## config.mk

```make
export PLATFORM = sky130hd
export DESIGN_NAME = frame_capture_writer
export DESIGN_NICKNAME = d
export VERILOG_FILES = /design/src/rtl/frame_capture_writer.sv
export SDC_FILE = /design/constraint.sdc
export NUM_CORES = 1
export LEC_CHECK = 0
export CAP_MARGIN = 5
export CORE_MARGIN = 5
export CORE_UTILIZATION = 54
export CTS_BUF_LIST = sky130_fd_sc_hd__clkbuf_16
export CTS_CLUSTER_DIAMETER = 200
export DETAILED_ROUTE_END_ITERATION = 16
export HOLD_SLACK_MARGIN = 0.1
export PLACE_DENSITY = 0.78
export SYNTH_ARGS = -nofsm -noshare
export SYNTH_HDL_FRONTEND = slang
export SYNTH_SLANG_ARGS = --single-unit
```

## constraint.sdc

```tcl
create_clock -name clk -period 4.2 [get_ports clk]
set_input_delay 0.84 -clock clk [delete_from_list [all_inputs] [get_ports clk]]
set_output_delay 0.84 -clock clk [all_outputs]
set_load 0.05 [all_outputs]
```

## src/rtl/frame_capture_writer.sv

```systemverilog
// Captures one visible frame of {red, green, blue} pixels into a linear frame-buffer write stream.
// Every output is registered, so it shows the decision taken on the previous pixel.
//
//  state     | meaning
//  ----------+-----------------------------------------------------------
//  S_IDLE    | no capture pending; waits for capture_req
//  S_ARMED   | request accepted; waits for the first visible pixel of a frame
//  S_CAPTURE | writing visible pixels; aborts on a counter discontinuity
//  S_DONE    | one-cycle completion; re-arms when continuous or capture_req is set
module frame_capture_writer #(
    parameter int H_ACTIVE_START = 144,
    parameter int H_ACTIVE_END   = 783,
    parameter int V_ACTIVE_START = 35,
    parameter int V_ACTIVE_END   = 514,
    parameter int H_TOTAL        = 800,
    parameter int V_TOTAL        = 525,
    parameter int ADDR_W         = 19
) (
    input  logic              clk,
    input  logic              rst_n,
    input  logic [15:0]       h_count_value,
    input  logic [15:0]       v_count_value,
    input  logic [3:0]        red,
    input  logic [3:0]        green,
    input  logic [3:0]        blue,
    input  logic              capture_req,
    input  logic              continuous,
    output logic [ADDR_W-1:0] address_write,
    output logic [11:0]       data_write,
    output logic              write_en,
    output logic              busy,
    output logic              frame_done,
    output logic              capture_error
);
    localparam int FRAME_PIXELS = (H_ACTIVE_END - H_ACTIVE_START + 1) *
                                  (V_ACTIVE_END - V_ACTIVE_START + 1);
    localparam logic [ADDR_W-1:0] LAST_INDEX = ADDR_W'(FRAME_PIXELS - 1);
    localparam logic [15:0] HS = 16'(H_ACTIVE_START);
    localparam logic [15:0] HE = 16'(H_ACTIVE_END);
    localparam logic [15:0] VS = 16'(V_ACTIVE_START);
    localparam logic [15:0] VE = 16'(V_ACTIVE_END);
    localparam logic [15:0] H_LAST = 16'(H_TOTAL - 1);
    localparam logic [15:0] V_LAST = 16'(V_TOTAL - 1);

    typedef enum logic [1:0] {
        S_IDLE,
        S_ARMED,
        S_CAPTURE,
        S_DONE
    } state_t;

    state_t            state;
    logic [15:0]       prev_h;
    logic [15:0]       prev_v;
    logic [ADDR_W-1:0] pix_idx;

    logic [15:0]       exp_h;
    logic [15:0]       exp_v;
    logic              cont_ok;
    logic              active;
    logic              first_px;
    logic              last_px;
    logic [ADDR_W-1:0] next_idx;
    logic [11:0]       pixel;

    always_comb begin
        exp_h = prev_h + 16'd1;
        exp_v = prev_v;
        if (prev_h == H_LAST) begin
            exp_h = 16'd0;
            exp_v = (prev_v == V_LAST) ? 16'd0 : prev_v + 16'd1;
        end
    end

    assign cont_ok  = (h_count_value == exp_h) && (v_count_value == exp_v);
    assign active   = (h_count_value >= HS) && (h_count_value <= HE) &&
                      (v_count_value >= VS) && (v_count_value <= VE);
    assign first_px = (h_count_value == HS) && (v_count_value == VS);
    assign last_px  = (h_count_value == HE) && (v_count_value == VE);
    // The index wraps instead of running past the last visible pixel.
    assign next_idx = (pix_idx == LAST_INDEX) ? '0 : pix_idx + 1'b1;
    assign pixel    = {red, green, blue};

    always_ff @(posedge clk) begin
        if (!rst_n) begin
            state         <= S_IDLE;
            prev_h        <= '0;
            prev_v        <= '0;
            pix_idx       <= '0;
            address_write <= '0;
            data_write    <= '0;
            write_en      <= 1'b0;
            busy          <= 1'b0;
            frame_done    <= 1'b0;
            capture_error <= 1'b0;
        end else begin
            prev_h        <= h_count_value;
            prev_v        <= v_count_value;
            write_en      <= 1'b0;
            frame_done    <= 1'b0;
            capture_error <= 1'b0;
            case (state)
                S_IDLE: begin
                    busy <= 1'b0;
                    if (capture_req) state <= S_ARMED;
                end
                S_ARMED: begin
                    busy <= 1'b1;
                    if (first_px) begin
                        write_en      <= 1'b1;
                        address_write <= pix_idx;
                        data_write    <= pixel;
                        pix_idx       <= next_idx;
                        state         <= S_CAPTURE;
                    end
                end
                S_CAPTURE: begin
                    // A broken counter sequence means the frame is corrupt: drop it.
                    if (!cont_ok) begin
                        capture_error <= 1'b1;
                        busy          <= 1'b0;
                        pix_idx       <= '0;
                        state         <= S_IDLE;
                    end else begin
                        busy <= 1'b1;
                        if (active) begin
                            write_en      <= 1'b1;
                            address_write <= pix_idx;
                            data_write    <= pixel;
                            pix_idx       <= next_idx;
                            if (last_px) state <= S_DONE;
                        end
                    end
                end
                S_DONE: begin
                    frame_done <= 1'b1;
                    busy       <= 1'b0;
                    pix_idx    <= '0;
                    state      <= (continuous || capture_req) ? S_ARMED : S_IDLE;
                end
                default: state <= S_IDLE;
            endcase
        end
    end
endmodule

```

# Yosys cells after proc, flatten, opt, wreduce, memory -nomap -nowiden
# Index checks and enable logic that the tools add are counted.
# Widths: inputs -> output; s select.
[word_totals]
register_bits = 88
in_bits = 48
output_inout_bits = 35
word_cells = 81
[op_classes]
add_sub_neg = 3
order_cmp = 4
n_eq_ne = 18
n_mux = 31
n_reduce_logical = 15
[op_table]
columns = ["operator", "count"]
rows = [
  ["$mux 19", 7],
  ["$eq 16x10->1 const B", 4],
  ["$pmux 19 s3", 1],
  ["$mux 16", 3],
  ["$pmux 19 s2", 1],
  ["$mux 12", 3],
  ["$add 16x1->16 const B", 2],
  ["$eq 16x16->1", 2],
  ["$le 16x10->1 const B", 2],
  ["$pmux 12 s2", 1],
  ["$add 19x1->19 const B", 1],
  ["$eq 19x19->1 const B", 1],
  ["$eq 16x6->1 const B", 1],
  ["$eq 16x8->1 const B", 1],
  ["$ge 16x6->1 const B", 1],
  ["$ge 16x8->1 const B", 1],
  ["$mux 2", 5],
  ["$ne 2x2->1 const B", 4],
  ["$pmux 2 s4", 1],
  ["$reduce_and 4->1", 2],
  ["$mux 1", 7],
  ["$logic_and 1x1->1", 6],
  ["$ne 3x3->1 const B", 2],
  ["$eq 2x2->1 const B", 2],
  ["10 further kinds", 10],
]

# Longest topological paths before layout
[depth]
ltp_word = 7
mapped_depth = 15
mapped_depth_nobuf = 12

# Least setup slack after synthesis
# Ideal clock, no wire load.
[synth_path]
path_kind = "flip-flop to flip-flop"
start = "register prev_h[0]"
end = "register pix_idx[15]"
setup_time_ns = 0.122
t_arrival_ns = 3.617
required_ns = 4.078
path_slack_ns = 0.461
stages_incl_launch_ff = 15
n_path_buf = 3
period_less_slack_ns = 3.739
cell_sequence = "dfxtp_1 -> ha_1 -> nand4_1 -> or4_1 -> buf_2 -> or4_1 -> a211oi_2 -> a2111oi_1 -> and4bb_4 -> and4_4 -> buf_6 -> o211a_4 -> nor2b_4 -> buf_6 -> a221o_1"
[synth_between]
elab_chain_len = 6
word_cells_on_any_way = 11
cone_classes = "add/sub (1); eq/ne (4); mux (4); reduce/logical (2)"
[synth_rtl]
columns = ["item", "line_no", "source"]
rows = [
  ["from (decl)", "53", "logic [15:0] prev_h;"],
  ["from (signal assigned)", "97", "prev_h <= h_count_value;"],
  ["$add 16x1->16 / $eq 16x10->1 (equally long branches)", "67, 69", ""],
  ["$mux 16", "69", "if (prev_h == H_LAST) begin"],
  ["$eq 16x16->1", "75", "assign cont_ok = (h_count_value == exp_h) && (v_count_value == exp_v);"],
  ["$logic_and 1x1->1 (*)", "75", ""],
  ["$ne 3x3->1 (no line) / $mux 19 (equally long branches)", "-", ""],
  ["$reduce_and 3->1 (no line) / $pmux 19 s3 (equally long branches)", "-", ""],
  ["to (signal assigned)", "113", "pix_idx <= next_idx;"],
  ["to (signal assigned)", "130", "pix_idx <= next_idx;"],
  ["to (decl)", "55", "logic [ADDR_W-1:0] pix_idx;"],
]
# Mark *: on every way between the ends. The rest lies on a longest branch, timed or not.
# A chain may end at the register's enable or synchronous reset.

# Final worst setup path
# Ends and elaborated chain as after synthesis.

==> flow_summary.ini <==
[critical_path]
reg2reg_depth = 13
cp_data_required_time_ps = 4440
worstSetupEndpointType = register
critical_path_class = register to register
cp_max_fo = 15
r2r_end = pix_idx[15]
timing.rr.start = prev_h[0]
r2r_slack_ps = 190
arrival_ps = 4250
worstSetupStartpointType = register

[routing]
antenna_left = 0
met1Wirelength_microns = 6130
dr.max_layer_used = met4
drt_first_pass_iters = 5
vias_per_cell = 6.309
drt_iter0_markers = 337
wire_per_inst_microns = 17.80
routed-via-count = 5350
wl_met2_microns = 7412
wl_met3_microns = 1121
routed_wirelength_microns = 15090
drc_errors = 0

[timing]
fin_crit_ps = 4012
max_freq_ghz = 0.2492
hold_viol_final = 0
layout_setup_ws_ps = 187.5
slew_headroom_pct = 54.01
grt_setup_unrepaired = no
finClkSkew_ps = 9.248
tightest_slew_ps = 684.6
totalNegativeSetupSlack_ps = 0
drv_slew = 0
finalSetupViolCount = 0
hold-worst-slack_ps = 453.2
finalCritPeriodShare_pct = 95.53

[cts]
cts_tree = yes
clock-sinks = 88
cts_inserted_buffers = 9
htree_levels = 3
root_buffer = clkbuf_16
postCtsHoldBufs = 0
clock_path_buffers = 2
insertion_delay_ps = 350
clk_pin_slew_ps = 70

[logic_synthesis]
yosys.area.top_type = dfxtp_1
synth.area.top_cells = dfxtp_1 (34%), and2_1 (4.3%), nand2_1 (4.0%), xnor2_1 (3.7%), nor2_1 (3.5%)
synth_fp_nets = 695
ys_types = 68
syn_area_sq_um = 5197
synth_ff_type = dfxtp_1
async_flop_share_pct = 0
synth_top_area_share_pct = 33.90
synth_edf_count = 0
synth-seq-cells = 88
syn-mean-instance-area_sq_um = 8.147
yosysSeqAreaShare_pct = 33.90
synth_warnings = 0
syn_inst = 638

[floorplanning]
die_x_microns = 108.1
die-height_microns = 108.1
start_util_pct = 55.72
fp.coreArea_sq_um = 9328
io_pins = 83
dieArea_sq_um = 11690
rows = 35

[power]
p_seq_share_pct = 32.6
power.clock.fraction_pct = 21.9
peakVddDrop_mv = 0.4340
p_sw_w = 0.001496
powerDensity_nw_per_um2 = 546.0
comb_power_share_pct = 45.5
leakage_nw = 2.328
switching_share_pct = 42.44
internal-power_w = 0.002028

[global_route]
track_usage_pct = 26.06
grt_remaining_overflow = 0
antenna_found_initial = 0
grt_start_max_net_pins = 50
grt_pass1_vias = 5134
grt_first_pass_wirelength_microns = 24630

[layout]
n_antenna_cell = 0
nFillCells = 787
stdcell_count = 848
fin_util_pct = 69.20
nets = 772
area_growth_syn_to_layout_pct = 24.19
final_common_cell = dfxtp_1
most-common-layout-cells = dfxtp_1 (88), clkdlybuf4s50_1 (81), nand2_1 (56)
drive_gt1_share_pct = 7.928

[min_path]
hp-class = register to register
holdCritStartpoint = address_write[8]
whs_path_depth = 2
min_to = address_write[8]

[place]
portBuffers = 82
gp_congestion = 1.032
placed_cells = 832
pre_cts_ws_ps = 124.0
place_hpwl_microns = 11060

[job]
cap_violations = 0

[status]
status = finished clean
[timing repair]
action	4_1_cts	5_1_grt
setup buffers	0	1
resized for setup	0	5
endpoints found under the setup margin	0	39
[flip-flops by register name (all words and copies together) (netlist names)]
signal	flops
address_write	19
busy	1
capture_error	1
data_write	12
frame_done	1
pix_idx	19
prev_h	16
prev_v	16
state	2
write_en	1
[stage by stage]
step	area, sq um	total power, W
floorplan	5197	0.002217
global placement	6138	0.002704
detailed placement	6138	0.002738
CTS	6415	0.003514
global route	6455	0.003697
finish	6455	0.003524
[worst max-delay path, stage by stage (launching register included)]
cell	delay (ps)
dfxtp_1	440
ha_2	270
nand4_1	140
buf_4	200
or4_1	620
or4_1	570
a211oi_2	230
a2111oi_2	80
and4bb_4	240
and4_4	200
o211a_4	310
nor2b_4	150
buf_12	150
a221o_1	290
[how the worst max path moves through the flow]
| stage | startpoint | end | slack, ps | depth (start not counted) |
|---|---|---|---|---|
| after detailed placement | prev_h[0] | pix_idx[15] | 120 | 12 |
| after floorplan | prev_h[0] | pix_idx[15] | 460 | 14 |
| after global routing | prev_h[0] | pix_idx[16] | 20 | 13 |
| final | prev_h[0] | pix_idx[15] | 190 | 13 |
| after global placement | v_count_value[13] | pix_idx[5] | 190 | 10 |
| after CTS | prev_h[0] | pix_idx[15] | 100 | 14 |
[kinds of logic after synthesis]
| family | Yosys count | synth area share [%] |
|---|---|---|
| adders and majority gates | 9 | 2.167 |
| xor gates and xnor gates | 32 | 5.392 |
| buffers and inverters | 49 | 4.309 |
| muxes | 2 | 0.3852 |
| and+or+nand+nor | 319 | 34.06 |
| AOI/OAI and AO/OA | 139 | 19.79 |
| DFF | 88 | 33.90 |
[cell usage after synthesis (3+ instances only)]
cell type,instances
a211oi_1,6
a21oi_1,22
a221o_1,11
a22o_1,5
a2bb2oi_1,17
a31oi_1,4
a32oi_1,3
and2_1,36
and3_1,18
and4_1,4
buf_2,5
buf_6,4
clkbuf_1,25
dfxtp_1,88
ha_1,9
inv_1,14
nand2_1,56
nand2b_1,4
nand3_1,28
nand3b_1,3
nand4_1,21
nor2_1,49
nor2b_1,4
nor3_1,30
nor4_1,19
nor4b_1,5
o2111ai_1,3
o211ai_1,9
o21a_1,4
o21ai_0,26
o31ai_1,6
or2_2,3
or3_1,15
or4_1,7
or4b_2,3
xnor2_1,22
xor2_1,10
[layout make-up]
type	count	area [sq um]	area share (%)
multi-input combinational	501	3232	50.07
inverter	14	52.55	0.8141
sequential	88	1762	27.29
clock inverter	6	51.30	0.7947
timing repair buffer	101	970.9	15.04
tap	129	161.4	2.500
clock buffer	9	225.2	3.489
[power by group through the flow]
| stage | clock, W | combinational (W) | sequential, W |
|---|---|---|---|
| 3_5_place_dp | 0 | 0.00158 | 0.00116 |
| 4_1_cts | 0.000784 | 0.00158 | 0.00115 |
| 3_3_place_gp | 0 | 0.00155 | 0.00116 |
| 2_1_floorplan | 0 | 0.000555 | 0.00166 |
| 5_1_grt | 0.000819 | 0.00171 | 0.00117 |
| 6_report | 0.000772 | 0.00160 | 0.00115 |
[layer usage]
layer	GRT usage [%]	up-vias
met5	0	-
met2	44.45	236
met3	5.134	39
met1	31.98	2537
li1	-	2538
met4	11.09	0
(Power assumes the default switching activity.)
